--- config.mk ---
export PLATFORM = sky130hd
export DESIGN_NAME = bpu_gshare
export DESIGN_NICKNAME = d
export VERILOG_FILES = /design/src/rtl/bpu_gshare.sv
export SDC_FILE = /design/constraint.sdc
export NUM_CORES = 2
export LEC_CHECK = 0
export CAP_MARGIN = 20
export CORE_ASPECT_RATIO = 0.8
export CORE_MARGIN = 2
export CORE_UTILIZATION = 42
export CTS_BUF_LIST = sky130_fd_sc_hd__clkbuf_16
export DETAILED_ROUTE_END_ITERATION = 8
export HOLD_SLACK_MARGIN = 0.12
export SKIP_CTS_REPAIR_TIMING = 1
export SYNTH_ARGS = -nofsm -noshare
export SYNTH_HDL_FRONTEND = slang
export SYNTH_MEMORY_MAX_BITS = 65536
export SYNTH_SLANG_ARGS = --single-unit
export TNS_END_PERCENT = 10
--- constraint.sdc ---
create_clock -name clk_i -period 16.6 [get_ports clk_i]
set_input_delay 3.32 -clock clk_i [delete_from_list [all_inputs] [get_ports clk_i]]
set_output_delay 3.32 -clock clk_i [all_outputs]
set_load 0.1 [all_outputs]
--- src/rtl/bpu_gshare.sv ---
// Branch prediction unit: direct-mapped tagged BTB plus a PHT of saturating
// counters, indexed bimodally or by gshare (PC XOR speculative global history).
// Predicts combinationally at Fetch, trains from Execute, repairs history on
// a resolved misprediction and counts resolved/mispredicted conditionals.
module bpu_gshare #(
  parameter int unsigned XLEN        = 32,
  parameter int unsigned BTB_ENTRIES = 64,
  parameter int unsigned PHT_ENTRIES = 256,
  parameter int unsigned CNT_BITS    = 2,
  parameter int unsigned GHR_BITS    = 8,
  parameter int unsigned PRED_MODE   = 1
) (
  input  logic                           clk_i,
  input  logic                           rst_ni,
  input  logic                           stall_i,
  input  logic [XLEN-1:0]                pc_i,
  output logic                           branch_hit_o,
  output logic                           branch_decision_o,
  output logic [XLEN-1:0]                branch_target_addr_o,
  output logic [$clog2(PHT_ENTRIES)-1:0] pred_pht_idx_o,
  output logic [GHR_BITS-1:0]            pred_ghr_o,
  input  logic                           exe_valid_i,
  input  logic                           exe_is_cond_i,
  input  logic [XLEN-1:0]                exe_pc_i,
  input  logic [$clog2(PHT_ENTRIES)-1:0] exe_pht_idx_i,
  input  logic [GHR_BITS-1:0]            exe_ghr_i,
  input  logic                           branch_taken_i,
  input  logic                           branch_misprediction_i,
  input  logic [XLEN-1:0]                branch_target_addr_i,
  output logic [31:0]                    cond_cnt_o,
  output logic [31:0]                    mispred_cnt_o
);

  localparam int unsigned BTB_IW = $clog2(BTB_ENTRIES);
  localparam int unsigned PHT_IW = $clog2(PHT_ENTRIES);
  localparam int unsigned TAG_W  = XLEN - BTB_IW - 2;
  localparam logic [CNT_BITS-1:0] CNT_INIT = CNT_BITS'((2 ** (CNT_BITS - 1)) - 1);

  logic                btb_valid  [BTB_ENTRIES];
  logic [TAG_W-1:0]    btb_tag    [BTB_ENTRIES];
  logic [XLEN-1:0]     btb_target [BTB_ENTRIES];
  logic                btb_cond   [BTB_ENTRIES];
  logic [CNT_BITS-1:0] pht        [PHT_ENTRIES];
  logic [GHR_BITS-1:0] ghr;

  logic [BTB_IW-1:0]   f_idx;
  logic [TAG_W-1:0]    f_tag;
  logic [BTB_IW-1:0]   e_idx;
  logic [TAG_W-1:0]    e_tag;
  logic [PHT_IW-1:0]   ghr_ext;
  logic                hit;
  logic                f_cond;
  logic                decision;
  logic [CNT_BITS-1:0] pht_cur;
  logic [CNT_BITS-1:0] pht_next;
  logic                unused_pc_bits;

  // Shift one outcome into a history value; the widened concat keeps
  // GHR_BITS=1 legal without a special case.
  function automatic logic [GHR_BITS-1:0] shift_in(input logic [GHR_BITS-1:0] h,
                                                   input logic b);
    logic [GHR_BITS:0] t;
    t = {h, b};
    return t[GHR_BITS-1:0];
  endfunction

  assign f_idx = pc_i[BTB_IW+1:2];
  assign f_tag = pc_i[XLEN-1:BTB_IW+2];
  assign e_idx = exe_pc_i[BTB_IW+1:2];
  assign e_tag = exe_pc_i[XLEN-1:BTB_IW+2];
  assign unused_pc_bits = ^exe_pc_i[1:0];

  // Zero-extend the history to PHT index width
  always_comb begin
    ghr_ext = '0;
    ghr_ext[GHR_BITS-1:0] = ghr;
  end

  assign pred_pht_idx_o = (PRED_MODE == 0) ? pc_i[PHT_IW+1:2]
                                           : (pc_i[PHT_IW+1:2] ^ ghr_ext);
  assign pred_ghr_o     = ghr;

  // Fetch-side lookup and direction decision
  always_comb begin
    hit      = btb_valid[f_idx] && (btb_tag[f_idx] == f_tag) && (pc_i != '0);
    f_cond   = btb_cond[f_idx];
    decision = 1'b0;
    if (hit) decision = f_cond ? pht[pred_pht_idx_o][CNT_BITS-1] : 1'b1;
  end

  assign branch_hit_o         = hit;
  assign branch_decision_o    = decision;
  assign branch_target_addr_o = hit ? btb_target[f_idx] : '0;

  // Saturating counter step for the Execute-side training write
  always_comb begin
    pht_cur  = pht[exe_pht_idx_i];
    pht_next = pht_cur;
    if (branch_taken_i && (pht_cur != '1))       pht_next = pht_cur + 1'b1;
    else if (!branch_taken_i && (pht_cur != '0)) pht_next = pht_cur - 1'b1;
  end

  // Speculative history: misprediction repair takes priority over Fetch shift
  always_ff @(posedge clk_i) begin
    if (!rst_ni) begin
      ghr <= '0;
    end else if (!stall_i) begin
      if (exe_valid_i && branch_misprediction_i)
        ghr <= exe_is_cond_i ? shift_in(exe_ghr_i, branch_taken_i) : exe_ghr_i;
      else if (hit && f_cond)
        ghr <= shift_in(ghr, decision);
    end
  end

  // PHT training and performance counters from resolved conditionals
  always_ff @(posedge clk_i) begin
    if (!rst_ni) begin
      for (int unsigned i = 0; i < PHT_ENTRIES; i++) pht[i] <= CNT_INIT;
      cond_cnt_o    <= '0;
      mispred_cnt_o <= '0;
    end else if (!stall_i && exe_valid_i && exe_is_cond_i) begin
      pht[exe_pht_idx_i] <= pht_next;
      cond_cnt_o         <= cond_cnt_o + 32'd1;
      mispred_cnt_o      <= mispred_cnt_o + {31'd0, branch_misprediction_i};
    end
  end

  // BTB valid bits: only taken branches allocate
  always_ff @(posedge clk_i) begin
    if (!rst_ni) begin
      for (int unsigned i = 0; i < BTB_ENTRIES; i++) btb_valid[i] <= 1'b0;
    end else if (!stall_i && exe_valid_i && branch_taken_i) begin
      btb_valid[e_idx] <= 1'b1;
    end
  end

  // BTB payload; qualified by valid so it needs no reset
  always_ff @(posedge clk_i) begin
    if (rst_ni && !stall_i && exe_valid_i && branch_taken_i) begin
      btb_tag[e_idx]    <= e_tag;
      btb_target[e_idx] <= branch_target_addr_i;
      btb_cond[e_idx]   <= exe_is_cond_i;
    end
  end

endmodule

==> results.py <==
metrics = {
    "status": {
        "outcome": "complete, no violations",
    },
    "setup_path": {
        "worstSetupPathType": "in2out",
        "ff2ff_setup_slack_ns": 10.49,
        "r2r_cells": 14,
        "r2r-start": "pht[75][0]$_SDFFCE_PN1P_",
        "r2r-end": "pht[156][0]$_SDFFCE_PN1P_",
        "start_kind": "primary input",
        "critPathMaxFanout": 74,
        "cp.arrival_ns": 10.73,
        "end_kind": "output pin",
        "cp.required_ns": 13.28,
    },
    "cells_and_area": {
        "syn2layout_area_growth_pct": 13.4,
        "drive_gt1_frac": 0.249,
        "fin_nets": 9069,
    },
    "global_routing": {
        "grt_max_degree": 201,
        "grt_pass1_wl_mm": 695,
        "grtUsageTotal": 0.236,
        "antenna_found_initial": 40,
        "grt_pass1_vias": 90342,
        "overflow": 0,
    },
    "clock_tree": {
        "clkLatencyLatePin_ns": 1.04,
        "cts-root-buf": "clkbuf_16",
        "cts_sinks": 4296,
        "clk_pin_slew_ns": 0.06,
        "numCtsBuffers": 418,
        "htree_levels": 5,
        "tritoncts": "yes",
        "clock_path_buffers": 4,
    },
    "yosys": {
        "synth.most_common_cell": "edfxtp_1",
        "mappedNetlistNets": 8713,
        "syn_area_um2": 172000,
        "synthCells": 8589,
        "synth_area_leaders": "edfxtp_1 73%, mux4_2 16%, dfxtp_1 1.6%",
        "ys_warn_count": 0,
        "synth_fa_ha_area_frac": 0.000363,
        "yosysTopAreaCellShare": 0.726,
        "synth_seq_area_share": 0.742,
        "yosys.area_share.simple": 0.0437,
        "synth_cell_types": 74,
        "async_flop_share": 0,
        "synth_top_flop_cell": "edfxtp_1",
        "syn_avg_cell_area_um2": 20.0,
        "synth_top_family_by_area": "multiplexers",
        "synth_seq_cells": 4296,
        "synth_edf_count": 4160,
        "yosysTopAreaCell": "edfxtp_1",
        "synth_compound_area_frac": 0.0181,
        "synthMuxAreaShare": 0.176,
        "synthXorXnorAreaFrac": 0.00387,
        "synth_common_cells": "4160 x edfxtp_1, 1238 x mux4_2, 703 x nand2_1",
    },
    "sta": {
        "setup_viol": 0,
        "maxSlewHeadroom": 0.192,
        "tightest_slew_ns": 1.21,
        "fmax_mhz": 71.2,
        "finalHoldViolCount": 0,
        "setup_ws_ns": 2.55,
        "rsz0062_at_grt": "no",
        "finClkSkew_ns": 0.0881,
        "period_needed_ns": 14.05,
        "tns_ns": 0,
        "slew_viol_final": 0,
        "fin_crit_sh": 0.846,
    },
    "routing": {
        "route.detailed.drc": 0,
        "drt_iter0_drc": 13027,
        "drtAntennaViolNets": 0,
        "dr.pass1.iters": 7,
        "viasPerCell": 6.19,
        "via_count": 91052,
        "wire_per_inst_um": 33.8,
        "drt_wl_total_mm": 497,
    },
    "worst_hold_path": {
        "hold_start": "btb_valid[22]$_DFF_P_",
        "hold_end": "btb_valid[22]$_DFF_P_",
        "hold_path_depth": 1,
        "hold_path_class": "reg2reg",
    },
    "floorplan": {
        "dieArea_um2": 415000,
        "initial_core_util": 0.421,
        "core_area_um2": 409000,
        "fp-row-count": 210,
        "die_width_um": 720,
        "dieHeight_um": 577,
        "io_pins": 233,
    },
    "place": {
        "place_ws_ns": 2.45,
        "dp_hpwl_mm": 268,
        "place_congestion": 0.820,
        "io_buffers": 230,
    },
    "pwr": {
        "power_switching_w": 0.00498,
        "clockPowerShare": 0.414,
        "p_total_w": 0.0226,
        "power_frac_comb": 0.058,
        "p_leak_nw": 61.3,
        "share_seq_of_total_power": 0.528,
        "swShare": 0.220,
        "power_report.internal_total_w": 0.0176,
        "powerDensity_nw_per_um2": 116,
        "max-vdd-ir-drop_uv": 91.6,
    },
    "job": {
        "maxCapViolations": 0,
    },
}
-- final cells by class --
type / instances / area [um^2]
Antenna cell: 14 / 35.0
Clock buffer: 431 / 10800
Clock inverter: 342 / 2600
Fill cell: 33083 / 213000
Inverter: 19 / 83.8
Multi-Input combinational cell: 3691 / 42400
Sequential cell: 4296 / 128000
Tap cell: 5406 / 6760
Timing Repair Buffer: 519 / 4840
-- routing by layer --
layer | vias up | share of wire | routed length, um | track usage
met5 | - | 0.00018 | 87 | 0
met2 | 4801 | 0.48 | 238000 | 0.380
met1 | 49330 | 0.39 | 196000 | 0.332
met3 | 884 | 0.094 | 46600 | 0.0413
met4 | 14 | 0.032 | 15700 | 0.0688
li1 | 36023 | - | - | -
-- critical path: stages --
cell	delay (ns)
buf_8	0.53
buf_4	0.85
mux4_2	0.60
mux2i_1	0.26
o32ai_1	0.22
a311oi_2	0.35
xnor2_1	0.14
a2111oi_2	0.84
o2111ai_1	0.47
or4b_4	0.73
or3_4	0.63
nor2b_1	0.29
clkdlybuf4s50_1	1.17
-- state kept, by name (all words and copies together), names as in the netlist --
name           flops
btb_valid         64
btb_tag         1536
btb_cond          64
cond_cnt_o        32
btb_target      2048
pht              512
pred_ghr_o         8
mispred_cnt_o     32
-- layout by cell type, fill, tap and decap left out, types with 67 or more instances in the layout --
cell                n
edfxtp_1         4160
mux4_2           1238
nand2_1           703
clkbuf_16         431
nor2_1            330
nand3_1           312
buf_4             238
mux2i_1           203
clkdlybuf4s50_1   163
dfxtp_1           136
clkinv_1          114
inv_1              96
clkinv_2           72
nor2_4             71
o21ai_0            67
-- how the worst max path moves through the flow --
stage                  from                  endpoint  slack (ns)  depth (start not counted)
floorplan           pc_i[4]         branch_decision_o        4.72                         17
global placement    pc_i[3]         branch_decision_o        2.49                         13
detailed placement  pc_i[3]         branch_decision_o        2.45                         13
CTS                 pc_i[3]         branch_decision_o        2.44                         13
global route        pc_i[3]  branch_target_addr_o[31]        2.34                         13
finish              pc_i[3]  branch_target_addr_o[31]        2.55                         13
-- power by group through the flow --
stage | combinational, W | sequential, W | clock (W)
6_report | 0.00131 | 0.0119 | 0.00936
5_1_grt | 0.00138 | 0.0119 | 0.00991
4_1_cts | 0.00130 | 0.0119 | 0.00949
3_5_place_dp | 0.00130 | 0.0122 | 0
3_3_place_gp | 0.00127 | 0.0122 | 0
2_1_floorplan | 0.000793 | 0.0122 | 0
-- cell families (layout without fill, tap and decap cells) --
| family | count (synthesis) | count (layout) |
|---|---|---|
| adders and majority gates | 5 | 5 |
| buffers and inverters | 602 | 1311 |
| muxes | 1467 | 1467 |
| DFF | 4296 | 4296 |
| AOI/OAI and AO/OA | 437 | 437 |
| xor gates and xnor gates | 76 | 76 |
| other | 0 | 14 |
| and+or+nand+nor | 1706 | 1706 |
-- through the flow --
step | hold WS [ns] | cell area [um^2] | std cells | utilization
final | 0.447 | 195000 | 14718 | 0.478
after detailed placement | 0.434 | 181000 | 13902 | 0.443
after floorplan | 0.421 | 172000 | 8589 | -
after global placement | 0.427 | 181000 | 13892 | 0.443
after CTS | 0.447 | 195000 | 14675 | 0.476
after global routing | 0.455 | 195000 | 14710 | 0.478
Note: power is estimated with default switching activity, not from simulation.
